==> config.mk <==
export PLATFORM = sky130hd
export DESIGN_NAME = prach_sym_framer
export DESIGN_NICKNAME = d
export VERILOG_FILES = /design/src/rtl/prach_sym_framer.sv
export SDC_FILE = /design/constraint.sdc
export NUM_CORES = 1
export LEC_CHECK = 0
export BUFFER_PORTS_ARGS = -buffer_cell sky130_fd_sc_hd__clkbuf_2
export CAP_MARGIN = 10
export CORE_MARGIN = 4
export CORE_UTILIZATION = 50
export CTS_CLUSTER_DIAMETER = 50
export DETAILED_ROUTE_END_ITERATION = 12
export PLACE_DENSITY = 0.7
export SLEW_MARGIN = 15
export SYNTH_ARGS = -nofsm -noshare
export SYNTH_HDL_FRONTEND = slang
export SYNTH_SLANG_ARGS = --single-unit
==> constraint.sdc <==
create_clock -name clk_i -period 3.1 [get_ports clk_i]
set_input_delay 0.155 -clock clk_i [delete_from_list [all_inputs] [get_ports clk_i]]
set_output_delay 0.155 -clock clk_i [all_outputs]
set_load 0.02 [all_outputs]
==> src/rtl/prach_sym_framer.sv <==
// PRACH symbol framer: per-channel beat/symbol counting on the time-interleaved reshape stream,
// tagging accepted beats with sop/eop/symbol index and flagging dropped beats.
module prach_sym_framer #(
  parameter int unsigned NumChn = 8,
  parameter int unsigned SymLen = 1536,
  parameter int unsigned NumSym = 12
) (
  input  logic        clk_i,
  input  logic        rst_ni,
  input  logic [15:0] din_dp1_i,
  input  logic [15:0] din_dp2_i,
  input  logic        din_dv_i,
  input  logic [7:0]  din_chn_i,
  input  logic        sync_in_i,
  output logic [15:0] dout_dp1_o,
  output logic [15:0] dout_dp2_o,
  output logic        dout_dv_o,
  output logic [7:0]  dout_chn_o,
  output logic        dout_sop_o,
  output logic        dout_eop_o,
  output logic [3:0]  dout_sym_o,
  output logic        sync_out_o,
  output logic        frame_done_o,
  output logic        err_chn_o,
  output logic        err_ovf_o
);

  localparam int unsigned BeatW = $clog2(SymLen);
  localparam int unsigned IdxW  = (NumChn > 1) ? $clog2(NumChn) : 1;

  typedef enum logic [0:0] {StIdle, StRun} state_e;

  state_e state_q, state_d;

  logic [BeatW-1:0]  beat_q [NumChn];
  logic [3:0]        sym_q  [NumChn];
  logic [NumChn-1:0] done_q, done_d, done_cur;

  logic [IdxW-1:0]  idx;
  logic             chn_ok, active, rd_done, accept, is_eop, is_last, frame_fin;
  logic [BeatW-1:0] rd_beat;
  logic [3:0]       rd_sym;

  logic [15:0] dp1_d, dp2_d, dp1_q, dp2_q;
  logic [7:0]  chn_d, chn_q;
  logic [3:0]  sym_d, sym_out_q;
  logic        dv_d, dv_q, sop_d, sop_q, eop_d, eop_q, sync_d, sync_q;
  logic        fdone_d, fdone_q, echn_d, echn_q, eovf_d, eovf_q;

  // A sync on this cycle makes the beat see freshly cleared counters.
  always_comb begin
    idx      = din_chn_i[IdxW-1:0];
    chn_ok   = {1'b0, din_chn_i} < 9'(NumChn);
    active   = sync_in_i || (state_q == StRun);
    rd_beat  = sync_in_i ? '0 : beat_q[idx];
    rd_sym   = sync_in_i ? '0 : sym_q[idx];
    done_cur = sync_in_i ? '0 : done_q;
    rd_done  = done_cur[idx];
    accept   = din_dv_i && active && chn_ok && !rd_done;
    is_eop   = (rd_beat == BeatW'(SymLen - 1));
    is_last  = (rd_sym == 4'(NumSym - 1));
    done_d   = done_cur;
    if (accept && is_eop && is_last) begin
      done_d[idx] = 1'b1;
    end
    frame_fin = accept && is_eop && is_last && (&done_d);
  end

  always_ff @(posedge clk_i) begin
    if (!rst_ni) begin
      state_q <= StIdle;
    end else begin
      state_q <= state_d;
    end
  end

  always_comb begin
    state_d = state_q;
    if (sync_in_i) begin
      state_d = StRun;
    end else if (frame_fin) begin
      state_d = StIdle;
    end
  end

  always_comb begin
    dp1_d   = din_dp1_i;
    dp2_d   = din_dp2_i;
    chn_d   = din_chn_i;
    sync_d  = sync_in_i;
    dv_d    = accept;
    sop_d   = accept && (rd_beat == '0);
    eop_d   = accept && is_eop;
    sym_d   = accept ? rd_sym : 4'd0;
    fdone_d = frame_fin;
    echn_d  = din_dv_i && active && !chn_ok;
    eovf_d  = din_dv_i && (!active || (chn_ok && rd_done));
  end

  // Single read-modify-write per cycle; the accepted write lands after any sync clear.
  always_ff @(posedge clk_i) begin
    if (!rst_ni) begin
      for (int i = 0; i < int'(NumChn); i++) begin
        beat_q[i] <= '0;
        sym_q[i]  <= '0;
      end
      done_q <= '0;
    end else begin
      if (sync_in_i) begin
        for (int i = 0; i < int'(NumChn); i++) begin
          beat_q[i] <= '0;
          sym_q[i]  <= '0;
        end
      end
      done_q <= done_d;
      if (accept) begin
        beat_q[idx] <= is_eop ? '0 : rd_beat + BeatW'(1);
        sym_q[idx]  <= (is_eop && !is_last) ? rd_sym + 4'd1 : rd_sym;
      end
    end
  end

  always_ff @(posedge clk_i) begin
    if (!rst_ni) begin
      dp1_q     <= '0;
      dp2_q     <= '0;
      chn_q     <= '0;
      sync_q    <= 1'b0;
      dv_q      <= 1'b0;
      sop_q     <= 1'b0;
      eop_q     <= 1'b0;
      sym_out_q <= '0;
      fdone_q   <= 1'b0;
      echn_q    <= 1'b0;
      eovf_q    <= 1'b0;
    end else begin
      dp1_q     <= dp1_d;
      dp2_q     <= dp2_d;
      chn_q     <= chn_d;
      sync_q    <= sync_d;
      dv_q      <= dv_d;
      sop_q     <= sop_d;
      eop_q     <= eop_d;
      sym_out_q <= sym_d;
      fdone_q   <= fdone_d;
      echn_q    <= echn_d;
      eovf_q    <= eovf_d;
    end
  end

  assign dout_dp1_o   = dp1_q;
  assign dout_dp2_o   = dp2_q;
  assign dout_chn_o   = chn_q;
  assign dout_dv_o    = dv_q;
  assign dout_sop_o   = sop_q;
  assign dout_eop_o   = eop_q;
  assign dout_sym_o   = sym_out_q;
  assign sync_out_o   = sync_q;
  assign frame_done_o = fdone_q;
  assign err_chn_o    = echn_q;
  assign err_ovf_o    = eovf_q;

endmodule

==> reports/metrics.yaml <==
status:
  status: "complete, no violations"
synth:
  syn_area_um2: 7736
  syn_nets: 688
  synth-edff-count: 120
  syn_avg_cell_area_um2: 12.07
  syn_inst: 641
  synth_seq_cells: 180
  seq_area_frac_synth_pct: 62.11
  ys.warnings.count: 0
  synthFlopType: "edfxtp_1"
  synth_cell_types: 65
  async_reset_ff_share_pct: 0
route:
  routedWlPerCell_um: 20.43
  drcViolationCount: 0
  finalWirelength_um: 20650
  ant_nets: 0
  drtIter0Drc: 535
  via_per_inst: 5.781
  vias: 5845
  dr.pass1.iters: 5
die:
  boundaryPins: 95
  core_area_um2: 15200
  row_count: 45
  fp.dieW_um: 132.4
  die_area_um2: 17530
  die_y_um: 132.4
  initial_core_util_pct: 50.89
global_route:
  antenna_found_initial: 0
  grt_pass1_vias: 5799
  grt_usage_pct: 23.90
  grt_pass1_wl_um: 32160
  grt_max_degree: 40
  grt-ovfl-total: 0
job:
  drv_cap: 0
clocking:
  cts_resized: 0
  clkLatencyLatePin_ns: 0.43
  clockBufferDepth: 2
  cts.clk_slew.worst_paths_ns: 0.07
  cts_buffers: 17
  cts_tree: "done"
  postCtsHoldBufs: 38
  cts_root_buffer: "clkbuf_16"
  clkSinkCount: 180
  htreeDepth: 4
  postCtsSetupBuffers: 0
power:
  cellLeakagePower_nw: 3.885
  ir_drop_v: 0.0004329
  power-per-cell-area_nw_per_um2: 545.7
finish:
  final_cell_mix: "120 x edfxtp_1, 99 x nor2_1, 94 x clkbuf_2"
  nNetsFinal: 857
  layout_commonest_cell: "edfxtp_1"
  drive_gt1_share_pct: 26.37
  areaGrowthSynthToFinish_pct: 24.66
  antennaDiodeCount: 0
critical_path:
  crit_arrival_ns: 2.89
  crit_path_start_kind: "flip-flop"
  required_ns: 3.25
  worst_setup_path_end_kind: "flip-flop"
  worstSetupPathType: "flip-flop to flip-flop"
  crit_fanout: 8
placed_design:
  gp_congestion: 0.9600
  place.port_buffers: 94
  dp_hpwl_um: 13530
  place_ws_ns: 0.1702
sta:
  period_share_pct: 88.51
  finalMaxSlewViolations: 0
  slew_headroom_pct: 57.93
  rsz0062_at_grt: "no"
  setup_viol: 0
  tns_ns: 0
  finalCriticalPeriod_ns: 2.744
  fmax_ghz: 0.3645
  clock_skew_ns: 0.009574
  finalHoldViolations: 0
  layout_setup_ws_ns: 0.3563
  worst_pin_slew_ns: 0.6287
min_path:
  min_path_type: "primary input to flip-flop"
==> cell families (layout without fill, tap and decap cells) <==
logic type                 count (synthesis)  after routing  share of synthesized area [%]
and+or+nand+nor                          259            259                          16.69
DFF                                      180            180                          62.11
AOI/OAI and AO/OA                         95             95                          8.103
buffers and inverters                     53            235                          3.898
muxes                                     46             46                          8.151
xor gates and xnor gates                   5              5                         0.5662
adders and majority gates                  3              3                         0.4853
==> final timing paths <==
| kind | startpoint | endpoint | slack (ns) | cells after the start |
|---|---|---|---|---|
| worst max-delay path | beat_q[0][5]$_SDFFCE_PN0P_ | sym_q[6][3]$_SDFFCE_PN0P_ | 0.36 | 7 |
| worst min-delay path | sync_in_i | err_ovf_o$_SDFF_PN0_ | 0.09 | 2 |
| worst min register to register | state_q$_SDFFE_PN0P_ | err_ovf_o$_SDFF_PN0_ | 0.48 | 1 |
| worst max register to register | beat_q[0][5]$_SDFFCE_PN0P_ | sym_q[6][3]$_SDFFCE_PN0P_ | 0.36 | 7 |
==> through the flow <==
| stage | total power, mW | utilization [%] | hold WS [ns] | cells | instance area, um2 |
|---|---|---|---|---|---|
| final | 5.263 | 63.44 | 0.09240 | 1011 | 9644 |
| after global routing | 5.442 | 63.44 | 0.08227 | 1011 | 9644 |
| after CTS | 5.282 | 63.44 | 0.07013 | 1011 | 9644 |
| after detailed placement | 3.196 | 57.19 | 0.3646 | 941 | 8693 |
| after global placement | 3.186 | 57.19 | 0.3612 | 941 | 8693 |
| after floorplan | 2.999 | - | 0.2767 | 641 | 7737 |
==> routing by layer <==
metal | global-route usage [%] | vias up | routed length, um
met2 | 39.53 | 278 | 10210
met1 | 30.11 | 2856 | 8219
met5 | 0 | - | 0
li1 | - | 2667 | -
met3 | 6.374 | 44 | 1710
met4 | 9.353 | 0 | 511
==> synth_stat cells (3+ instances only) <==
cell,count,area share (%)
and2_1,41,3.3
a22oi_1,3,0.29
nand2_1,37,1.8
inv_1,7,0.34
clkbuf_1,22,1.1
buf_6,7,1.0
buf_2,7,0.45
and3_1,6,0.49
or3_1,3,0.24
mux2_2,10,1.5
buf_4,5,0.49
o21ai_1,6,0.39
dfxtp_1,60,16
nor4b_1,9,1.0
a211oi_1,7,0.68
mux4_2,10,2.9
nor2_1,99,4.8
mux2i_1,24,3.1
nand3b_1,3,0.29
nand2b_1,3,0.24
a21oi_1,36,2.3
nand4_1,4,0.32
o21ai_0,15,0.97
xor2_1,3,0.34
nor2b_1,4,0.32
edfxtp_1,120,47
a31oi_1,3,0.24
nand3_1,20,1.3
ha_1,3,0.49
a221o_1,3,0.39
nor3_1,18,1.2
==> sequential cells by signal (all words and copies together) (netlist names) <==
| register | flops |
|---|---|
| state_q | 1 |
| dout_dp1_o | 16 |
| err_ovf_o | 1 |
| dout_dv_o | 1 |
| dout_dp2_o | 16 |
| dout_chn_o | 8 |
| beat_q | 88 |
| done_q | 8 |
| dout_sop_o | 1 |
| sym_q | 32 |
| sync_out_o | 1 |
| err_chn_o | 1 |
| dout_sym_o | 4 |
| dout_eop_o | 1 |
| frame_done_o | 1 |
==> critical path, cell delays in order, from the launching register on <==
cell       delay (ns)
edfxtp_1         0.32
or3b_1           0.36
a211oi_2         0.26
a221oi_2         0.11
a2111oi_4        0.48
nand4_4          0.23
o21ai_1          0.56
a21oi_1          0.15
==> cell type report <==
class / count / area, um2
fillers: 1130 / 5558
well taps: 188 / 235.2
repair buffers: 195 / 1374
clock inverters: 14 / 131.4
multi-input cells: 408 / 2630
inverters: 8 / 30.03
flip-flops and latches: 180 / 4805
clock buffers: 18 / 439.2
==> power breakdown <==
| part | leakage (nW) | total (mW) | switching (mW) | internal, mW |
|---|---|---|---|---|
| Combinational | 1.76 | 0.516 | 0.301 | 0.216 |
| Clock | 0.289 | 2.08 | 0.986 | 1.09 |
| Sequential | 1.83 | 2.67 | 0.0272 | 2.64 |
| Total | 3.89 | 5.26 | 1.31 | 3.95 |
Note: power is estimated with default switching activity, not from simulation.
